--- src/rtl/fpga_readback.sv ---
// fpga_readback
// Register readback responder. Accepts read commands from the master byte
// channel, snapshots the live register bus and queues framed response bytes
// ({4'h0, index} header followed by the data byte) in a show-ahead FIFO that
// the protocol front end drains with have_msg/len/rdreq.
//
// Ports:
//   clk, n_rst   clock, asynchronous active-low reset
//   master_data  command byte: bit 7 = read-all, else [3:0] = register index
//   valid        one-cycle strobe qualifying master_data
//   reg_bus      live register values, register i at [8i+7:8i]
//   rdreq        pop one byte from the response FIFO (ignored when empty)
//   have_msg     FIFO non-empty
//   slave_data   FIFO head byte, 0 when empty
//   len          number of bytes currently in the FIFO
//   busy         response generator active (not IDLE)
//   err_drop     one-cycle pulse the cycle after a rejected command
//   state_dbg    current FSM state encoding (observation only)
//
// Handshake: a command is taken only on a cycle with valid=1; there is no
// back-pressure, rejection is reported through err_drop. A byte leaves the
// FIFO on each clock edge where rdreq=1 and have_msg=1; slave_data always
// shows the head byte before that edge.

module fpga_readback #(
    parameter int N_REGS = 10,
    parameter int DEPTH  = 32
) (
    input  logic                clk,
    input  logic                n_rst,
    input  logic [7:0]          master_data,
    input  logic                valid,
    input  logic [N_REGS*8-1:0] reg_bus,
    input  logic                rdreq,
    output logic                have_msg,
    output logic [7:0]          slave_data,
    output logic [7:0]          len,
    output logic                busy,
    output logic                err_drop,
    output logic [1:0]          state_dbg
);

    localparam int AW = $clog2(DEPTH);
    localparam logic [AW:0] DEPTH_C  = (AW+1)'(DEPTH);
    localparam logic [AW:0] FREE_ONE = (AW+1)'(2);
    localparam logic [AW:0] FREE_ALL = (AW+1)'(2 * N_REGS);
    localparam logic [3:0]  LAST_IDX = 4'(N_REGS - 1);

    typedef enum logic [1:0] {
        IDLE = 2'd0,
        HDR  = 2'd1,
        DATA = 2'd2
    } state_t;

    state_t              state, state_next;
    logic [3:0]          cur_idx, cur_idx_next;
    logic                read_all, read_all_next;
    logic [N_REGS*8-1:0] snap;

    logic [7:0]          mem [DEPTH];
    logic [AW-1:0]       wr_ptr, rd_ptr;
    logic [AW:0]         count;
    logic [AW:0]         free_space;

    logic                cmd_all;
    logic [3:0]          cmd_idx;
    logic                idx_ok, space_ok, accept;
    logic                push, pop;
    logic [7:0]          push_data;

    // Bits [6:4] of the command carry no meaning.
    logic                unused_cmd_bits;
    assign unused_cmd_bits = ^master_data[6:4];

    assign cmd_all    = master_data[7];
    assign cmd_idx    = master_data[3:0];
    assign free_space = DEPTH_C - count;
    assign idx_ok     = int'(cmd_idx) < N_REGS;
    // Room for the whole response is reserved up front, so the FIFO can
    // never overflow while the FSM is emitting.
    assign space_ok   = cmd_all ? (free_space >= FREE_ALL) : (free_space >= FREE_ONE);
    assign accept     = valid && (state == IDLE) && space_ok && (cmd_all || idx_ok);
    assign pop        = rdreq && (count != '0);

    always_comb begin
        state_next    = state;
        cur_idx_next  = cur_idx;
        read_all_next = read_all;
        push          = 1'b0;
        push_data     = 8'h00;
        case (state)
            IDLE: begin
                if (accept) begin
                    state_next    = HDR;
                    cur_idx_next  = cmd_all ? 4'd0 : cmd_idx;
                    read_all_next = cmd_all;
                end
            end
            HDR: begin
                push       = 1'b1;
                push_data  = {4'h0, cur_idx};
                state_next = DATA;
            end
            DATA: begin
                push      = 1'b1;
                push_data = snap[{cur_idx, 3'b000} +: 8];
                if (read_all && (cur_idx < LAST_IDX)) begin
                    cur_idx_next = cur_idx + 4'd1;
                    state_next   = HDR;
                end else begin
                    state_next = IDLE;
                end
            end
            default: state_next = IDLE;
        endcase
    end

    always_ff @(posedge clk or negedge n_rst) begin
        if (!n_rst) begin
            state    <= IDLE;
            cur_idx  <= 4'd0;
            read_all <= 1'b0;
            snap     <= '0;
            err_drop <= 1'b0;
        end else begin
            state    <= state_next;
            cur_idx  <= cur_idx_next;
            read_all <= read_all_next;
            err_drop <= valid && !accept;
            // Snapshot the whole bus so a read-all reports one coherent instant.
            if (accept) begin
                snap <= reg_bus;
            end
        end
    end

    always_ff @(posedge clk or negedge n_rst) begin
        if (!n_rst) begin
            wr_ptr <= '0;
            rd_ptr <= '0;
            count  <= '0;
        end else begin
            if (push) begin
                wr_ptr <= wr_ptr + 1'b1;
            end
            if (pop) begin
                rd_ptr <= rd_ptr + 1'b1;
            end
            case ({push, pop})
                2'b10:   count <= count + 1'b1;
                2'b01:   count <= count - 1'b1;
                default: count <= count;
            endcase
        end
    end

    // Storage needs no reset: slave_data is gated by the count.
    always_ff @(posedge clk) begin
        if (push) begin
            mem[wr_ptr] <= push_data;
        end
    end

    assign have_msg   = (count != '0);
    assign slave_data = have_msg ? mem[rd_ptr] : 8'h00;
    assign len        = 8'(count);
    assign busy       = (state != IDLE);
    assign state_dbg  = state;

endmodule

--- config.mk ---
export PLATFORM = sky130hd
export DESIGN_NAME = fpga_readback
export DESIGN_NICKNAME = d
export VERILOG_FILES = /design/src/rtl/fpga_readback.sv
export SDC_FILE = /design/constraint.sdc
export NUM_CORES = 1
export LEC_CHECK = 0
export BUFFER_PORTS_ARGS = -buffer_cell sky130_fd_sc_hd__buf_2
export CAP_MARGIN = 10
export CELL_PAD_IN_SITES_DETAIL_PLACEMENT = 1
export CELL_PAD_IN_SITES_GLOBAL_PLACEMENT = 1
export CORE_MARGIN = 2
export CORE_UTILIZATION = 52
export CTS_CLUSTER_DIAMETER = 50
export DETAILED_ROUTE_END_ITERATION = 16
export PLACE_DENSITY = 0.85
export SLEW_MARGIN = 20
export SYNTH_ARGS = -nofsm -noshare
export SYNTH_HDL_FRONTEND = slang
export SYNTH_SLANG_ARGS = --single-unit
--- constraint.sdc ---
create_clock -name clk -period 4.8 [get_ports clk]
set_input_delay 0.72 -clock clk [delete_from_list [all_inputs] [get_ports clk]]
set_output_delay 0.72 -clock clk [all_outputs]
set_load 0.02 [all_outputs]
# ---- After elaboration in Yosys (flattened, before gate mapping)
# Memories as Yosys holds them, arrays and structs flattened.
# Cells that the tools add are included.
# W data, S select, Z words.
dict set report totals {
  regBits 104
  ramBits 256
  output_inout_bits 21
  wordCells 56
  memories 1
}
# memory depth word_bits rd rd_clocked_by_memory_dff write_ports line_no
set mem_list {}
lappend mem_list {mem 32 8 1 0 1 60} ;# logic [7:0] mem [DEPTH];
dict set report op_classes {
  add_sub_neg 6
  magnitude_cmp 4
  eq_ne 6
  shift 1
  muxes 14
  n_reduce_logical 16
}
# operator count
set ops {}
lappend ops {{$shiftx A80 B8 Y8} 1}
lappend ops {{$pmux W8 S2} 1}
lappend ops {{$mux W4} 3}
lappend ops {{$pmux W6 S2} 1}
lappend ops {{$add A5 B1 Y5 const B} 2}
lappend ops {{$lt A4 B4 Y1 const B} 2}
lappend ops {{$mux W8} 1}
lappend ops {{$pmux W4 S2} 1}
lappend ops {{$add A6 B1 Y6 const B} 1}
lappend ops {{$ge A6 B2 Y1 const B} 1}
lappend ops {{$ge A6 B5 Y1 const B} 1}
lappend ops {{$logic_and A1 B1 Y1} 6}
lappend ops {{$pmux W2 S3} 1}
lappend ops {{$reduce_bool A2 Y1} 3}
lappend ops {{$reduce_bool A6 Y1} 1}
lappend ops {{$sub A6 B1 Y6 const B} 1}
lappend ops {{$sub A6 B6 Y6 const A} 1}
lappend ops {{$mux W1} 5}
lappend ops {{$add A4 B1 Y4 const B} 1}
lappend ops {{$eq A2 B1 Y1 const B} 2}
lappend ops {{$eq A2 B2 Y1 const B} 2}
lappend ops {{$ne A2 B2 Y1 const B} 2}
lappend ops {{$reduce_and A3 Y1} 1}
lappend ops {{$logic_not A2 Y1} 1}
lappend ops {{other kinds (5)} 5}

# ---- Depth between registers and ports, before layout
# Gate-level depths: netlist of the first run.
dict set report logic_depth {
  ltp_word 7
  ltp_mapped 12
}

# ---- Worst setup path before layout of the first run
# No wires, ideal clock.
dict set report synth_path {
  path_type {reg-to-reg}
  from {register cur_idx[0]}
  to {memory mem[0][2], data pin}
  setup_time_ps 467
  arrival_time_ps 2838
  path_slack_ps 1495
  stages_incl_launch_ff 8
  path_buffers 3
  cell_sequence {dfrtp_1 buf_2 buf_2 buf_2 mux2i_1 nor2_1 mux2i_1 o31ai_1}
}
dict set report synth_via {
  elab_chain_len 2
}
# element line_no
set synth_lines {}
lappend synth_lines {{start, declared} 56} ;# logic [3:0] cur_idx, cur_idx_next;
lappend synth_lines {{start signal, assigned} 127} ;# cur_idx <= cur_idx_next;
lappend synth_lines {{$shiftx A80 B8 Y8} 106} ;# push_data = snap[{cur_idx, 3'b000} +: 8];
lappend synth_lines {{$pmux W8 S2} 91} ;# case (state)
lappend synth_lines {{named net push_data[2]} 69} ;# logic [7:0] push_data;
lappend synth_lines {{end, declared} 60}
# The timed path passes the listed nets, and every way through them passes these cells.

# ---- Worst setup path after layout of the first run
dict set report layout_path {
  from {register rd_ptr[0]}
  to {output slave_data[5]}
}
dict set report layout_via {
  elab_chain_len 2
}
# element line_no
set layout_lines {}
lappend layout_lines {{start, declared} 61} ;# logic [AW-1:0] wr_ptr, rd_ptr;
lappend layout_lines {{start signal, assigned} 147} ;# rd_ptr <= rd_ptr + 1'b1;
lappend layout_lines {{$mem_v2 Z32 W8} -}
lappend layout_lines {{$mux W8} 165} ;# assign slave_data = have_msg ? mem[rd_ptr] : 8'h00;
lappend layout_lines {{end, declared} 36} ;# output logic [7:0] slave_data,
# No other way between the ends.

==> impl_metrics.toml, run 1 <==
[clock_tree]
clock_path_buffers = 3
numClockSinks = 360
clock-root-buffer = "clkbuf_16"
htree_num_levels = 2
cts_buffers = 39
cts_resized = 0
post_cts_buffers = 0
clkSlewWorstSetupHoldPaths_ns = 0.06
cts.hold.buffers_added = 0
clk_latency_ns = 0.53
cts_tree = "built"

[finish]
final_nets = 1050
drive_above_1_share = 0.376
syn_to_final_growth_pct = 15.1

[timing]
slew_headroom = 0.311
tightest_slew_ns = 1.03
setup_viol = 0
finalCritPeriodShare = 0.813
hold_viol = 0
fin_worst_skew_ns = 0.0182
rsz0062_at_grt = "no"
max_freq_mhz = 256
slew_violations = 0
tns_ns = 0
layout_min_cycle_time_ns = 3.90

[worst_setup_path]
crit_path_cell_trace = "buf_4 > mux4_2 > mux4_2 > a22o_1 > buf_2"
crit_required_ns = 4.08
critPathMaxFanout = 19
r2r_end = "count[5]"
r2r_start = "count[2]"
critPathMostFrequentCell = "mux4_2"
crit_start = "rd_ptr[0]"
crit_type = "flop to primary output"
r2r_slack_ns = 1.32
rr_worst_depth = 10
startpoint_type = "flop"
crit_arrival_ns = 3.18
cpMaxStageDelayCell = "dfrtp_4"
critPathCaptureType = "primary output"
slowest_delay_ns = 0.66

[yosys]
synth-main-ff-cell = "edfxtp_1"
async_flop_share = 0.289
ys_types = 56
synthCells = 829
syn_avg_cell_area_sq_um = 18.4
synth_edf_count = 256
synth-seq-area-share = 0.674
synth_warnings = 0
syn_area_sq_um = 15300
synth-seq-cells = 360

[power_and_ir_drop]
combPwrFrac = 0.342
max-vdd-ir-drop_uv = 366
power_per_cell_area_nw_per_um2 = 680
p_int_w = 0.00803
p_leak_nw = 6.39
p_sw_w = 0.00391
power_switching_share = 0.327
pwr-share-seq = 0.396
total_power_w = 0.0119
p_clk_frac = 0.263

[global_routing]
grt_usage = 0.236
grt_pass1_vias = 8976
grt_pass1_wl_mm = 54.8
antenna_found_initial = 8
grt_max_degree = 82
overflow = 0

[route]
ant_nets = 0
firstDrtPassIters = 5
wire_per_inst_um = 25.4
wl_mm = 34.6
viasPerCell = 5.92
drc = 0
first_iter_violations = 704
vias = 8043

[placement]
port_buffers = 107
gp_congestion = 0.798
dp_hpwl_mm = 22.7

[flow_run]
cap_violations = 0

[floorplanning]
ioPinCount = 113
die_w_um = 175
rows = 62
die_area_sq_um = 30700
core_region_area_sq_um = 28800
die_h_um = 175
start_util = 0.530

[min_path]
hp-class = "input pin to asynchronous set/reset pin"

[run_status]
status = "completed"
==> layer usage <==
layer | up-vias | global-route usage | share of wire
li1 | 3513 | - | -
met1 | 4196 | 0.309 | 0.40
met2 | 263 | 0.398 | 0.51
met3 | 65 | 0.0578 | 0.066
met4 | 6 | 0.0656 | 0.024
met5 | - | 0 | 0.00098
==> synth_stat cells, drive strengths merged, types with 3 or more instances <==
library cell,count,area share
nand3b,3,0.0015
nand2b,7,0.0029
nand3,3,0.00098
o22ai,3,0.0012
mux2i,19,0.012
mux4,96,0.14
a22o,9,0.0052
xor2,4,0.0023
nand2,20,0.0049
a21oi,10,0.0040
o211ai,3,0.0015
or3,4,0.0020
a32o,3,0.0020
nand4,3,0.0012
dfrtp,104,0.17
and2,3,0.0012
o21ai,10,0.0033
mux2,84,0.062
xnor2,8,0.0046
edfxtp,256,0.50
nor3,3,0.00098
clkbuf,23,0.0057
nor2,54,0.013
ha,19,0.016
inv,16,0.0039
buf,26,0.011
nor3b,5,0.0032
o22a,4,0.0023
==> worst max path at each step <==
stage                    endpoint  depth (start not counted)  slack (ns)
floorplan               mem[0][2]                          7        1.50
global placement    slave_data[5]                          5        1.48
detailed placement  slave_data[1]                          5        1.44
CTS                 slave_data[5]                          5        0.86
global route        slave_data[5]                          5        0.76
finish              slave_data[5]                          5        0.90
==> cell usage in the layout, fill, tap and decap left out, drive strengths merged, types with 3 or more instances in the layout <==
| cell type | instances |
|---|---|
| o21ai | 10 |
| xor2 | 4 |
| xnor2 | 8 |
| a32o | 3 |
| and2 | 3 |
| nand3 | 3 |
| inv | 19 |
| clkbuf | 56 |
| a22o | 9 |
| diode | 6 |
| a21oi | 10 |
| mux2 | 84 |
| o22a | 4 |
| mux2i | 19 |
| dfrtp | 104 |
| mux4 | 96 |
| o211ai | 3 |
| o22ai | 3 |
| nor2 | 54 |
| nand2 | 20 |
| or3 | 4 |
| edfxtp | 256 |
| buf | 116 |
| bufinv | 5 |
| nand2b | 7 |
| ha | 19 |
| clkinv | 8 |
| nor3b | 5 |
| nand4 | 3 |
| nand3b | 3 |
| nor3 | 3 |
==> through the flow <==
stage           util  instance area (sq um)  instances  hold WS [ns]  setup slack (ns)
5_1_grt        0.610                  17600       1355         0.297             0.761
3_5_place_dp   0.561                  16100       1279         0.479              1.44
6_report       0.611                  17600       1359         0.242             0.896
4_1_cts        0.608                  17500       1351         0.401             0.858
3_3_place_gp   0.561                  16100       1279         0.462              1.48
2_1_floorplan      -                  15300        830         0.424              1.50
==> final cells by class <==
class / count / area (sq um)
well taps: 384 / 480
flip-flops and latches: 360 / 10300
fillers: 2516 / 11200
repair buffers: 116 / 654
diodes: 6 / 15.0
multi-input cells: 405 / 4710
inverters: 16 / 60.1
clock inverters: 16 / 225
clock buffers: 56 / 1130
==> power by group through the flow <==
stage / Combinational, W / Sequential, W / Clock (W)
final: 0.00408 / 0.00473 / 0.00314
after global routing: 0.00439 / 0.00483 / 0.00330
after CTS: 0.00407 / 0.00474 / 0.00318
after detailed placement: 0.00402 / 0.00479 / 0
after global placement: 0.00380 / 0.00473 / 0
after floorplan: 0.00317 / 0.00442 / 0
==> sequential cells by signal, indices dropped and copies added, names as in the netlist <==
register and count:
mem 256, snap 80, count 6, rd_ptr 5, wr_ptr 5, cur_idx 4
state_dbg 2, err_drop 1, read_all 1
==> worst max-delay path: cells and delay by family (launching register included) <==
| family | cells | cell delay (ns) |
|---|---|---|
| buffers and inverters | 2 | 0.58 |
| DFF | 1 | 0.66 |
| AOI/OAI and AO/OA | 1 | 0.29 |
| muxes | 2 | 1.12 |
==> kinds of logic after synthesis <==
group           after synthesis  share of synthesized area
mux                         199                      0.216
other cells                   1                   0.000246
fa+ha+maj                    20                     0.0169
flops                       360                      0.674
compound gates               59                     0.0289
buf+inv                      65                     0.0208
simple gates                113                     0.0360
xor+xnor                     12                    0.00689
Note: power is estimated with default switching activity, not from simulation.
==> run 2, diff against run 1 <==
Clock period 4.8 ns to 3.8 ns, I/O delays scaled along.
==> run 2 against run 1 <==
  * First-iteration DRC count decreased by 7.2%
  * Final cell count increased by 0.74%
  * Combinational power up 29%
  * Largest cell class unchanged
  * Clock power grew 25%
  * Setup slack got worse by 0.71 ns
  * Routed wire length is 4.4% higher
  * Clock skew rose by 0.0093 ns
  * Flip-flop and latch count is the same
  * Largest power group unchanged
  * Via count up 2.2%
  * Non-clock buffer count is 10 higher
  * Hold slack lost 0.23 ns
==> impl_metrics.toml, run 2 (synthesis results as in run 1) <==
[global_routing]
antenna_found_initial = 8
grt_pass1_wl_mm = 56.5
grt_max_degree = 82
grt_pass1_vias = 9206
grt_usage = 0.245
overflow = 0

[worst_setup_path]
critPathCaptureType = "primary output"
crit_arrival_ns = 3.04
crit_type = "flop to primary output"
startpoint_type = "flop"
critPathMaxFanout = 34
crit_required_ns = 3.23

[finish]
final_nets = 1062
top_regs = "mem: 256 flops, snap: 80 flops, count: 6 flops"
fin_area_sq_um = 17600
largest_reg_flops = 256
ff_latch_area_sq_um = 10300
multi_input_area_sq_um = 4680
num-fill-cells = 2486
drive_above_1_share = 0.389
top_register = "mem"
most-common-layout-cells = "edfxtp_1 (256), buf_2 (106), dfrtp_1 (101), mux4_2 (96), mux2_2 (77)"
final_common_cell = "edfxtp_1"
syn_to_final_growth_pct = 15.6

[route]
ant_nets = 0
viasPerCell = 6.00
first_iter_violations = 653
dr_wl_met3_mm = 2.19
route.met2.wl_mm = 18.6
wl_met1_mm = 14.3
wl_mm = 36.1
highest_layer = "met5"
wire_per_inst_um = 26.4
vias = 8220
firstDrtPassIters = 5
drc = 0

[clock_tree]
cts.hold.buffers_added = 0
cts_buffers = 41
numClockSinks = 360
post_cts_buffers = 0
htree_num_levels = 2
clock-root-buffer = "clkbuf_16"
clock_path_buffers = 3
clkSlewWorstSetupHoldPaths_ns = 0.06
cts_tree = "built"
cts_resized = 0
clk_latency_ns = 0.53

[floorplanning]
start_util = 0.530
die_w_um = 175
die_area_sq_um = 30700
core_region_area_sq_um = 28800
rows = 62
ioPinCount = 113
die_h_um = 175

[run_status]
status = "completed"

[timing]
layout_min_cycle_time_ns = 3.61
tightest_slew_ns = 0.907
slew_violations = 0
fin_worst_skew_ns = 0.0275
hold_ws_ns = 0.0162
rsz0062_at_grt = "no"
slew_headroom = 0.396
hold_viol = 0
setup_viol = 0
finalCritPeriodShare = 0.951
tns_ns = 0
max_freq_mhz = 277

[power_and_ir_drop]
max-vdd-ir-drop_uv = 476
power_per_cell_area_nw_per_um2 = 861
p_leak_nw = 6.46

[min_path]
hp-class = "input pin to asynchronous set/reset pin"

[flow_run]
cap_violations = 0

[placement]
port_buffers = 107
gp_congestion = 0.786
dp_hpwl_mm = 23.8
place_area_sq_um = 16300
-- run 2: path summary, 6_finish.rpt --
kind / start / end / slack [ns] / depth (start not counted)
setup reg to reg: count[0] / count[5] / 0.49 / 11
hold reg to reg: snap[15] / snap[15] / 0.49 / 1
setup / recovery: rd_ptr[1] / slave_data[2] / 0.19 / 5
max in group asynchronous: n_rst / snap[75] / 3.01 / 2
hold / removal: n_rst / count[3] / 0.02 / 1
min in group clk: reg_bus[15] / snap[15] / 0.27 / 2
-- run 2: power breakdown --
part | internal [W] | leakage (nW) | switching (W)
registers | 0.00520 | 3.63 | 0.000788
clock network | 0.00235 | 0.679 | 0.00159
logic | 0.00259 | 2.15 | 0.00269
total | 0.0101 | 6.46 | 0.00507
-- run 2: critical path: stages (launching register included) --
cell and delay (ns):
dfrtp_2 0.95, buf_12 0.26, mux4_2 0.34, mux4_2 0.50
a22o_1 0.28, buf_2 0.17
-- run 2: metal layers --
metal	vias to the layer above	global-route usage
met5	-	0
met3	68	0.0500
met2	289	0.426
met4	6	0.0760
met1	4325	0.313
li1	3532	-
-- run 2: final cells by class --
type	count	share of cell area
Inverter	16	0.00340
Multi-Input combinational cell	405	0.265
Clock inverter	21	0.0119
Antenna cell	3	0.000425
Tap cell	384	0.0272
Clock buffer	54	0.0649
Timing Repair Buffer	126	0.0435
Sequential cell	360	0.583
-- run 2: stage by stage --
stage	std cells	total power [W]	setup slack, ns	utilization
3_5_place_dp	1291	0.0113	0.623	0.566
3_3_place_gp	1291	0.0109	0.788	0.566
4_1_cts	1366	0.0153	0.155	0.613
5_1_grt	1368	0.0159	0.106	0.613
6_report	1369	0.0152	0.186	0.613
2_1_floorplan	830	0.00958	0.495	-
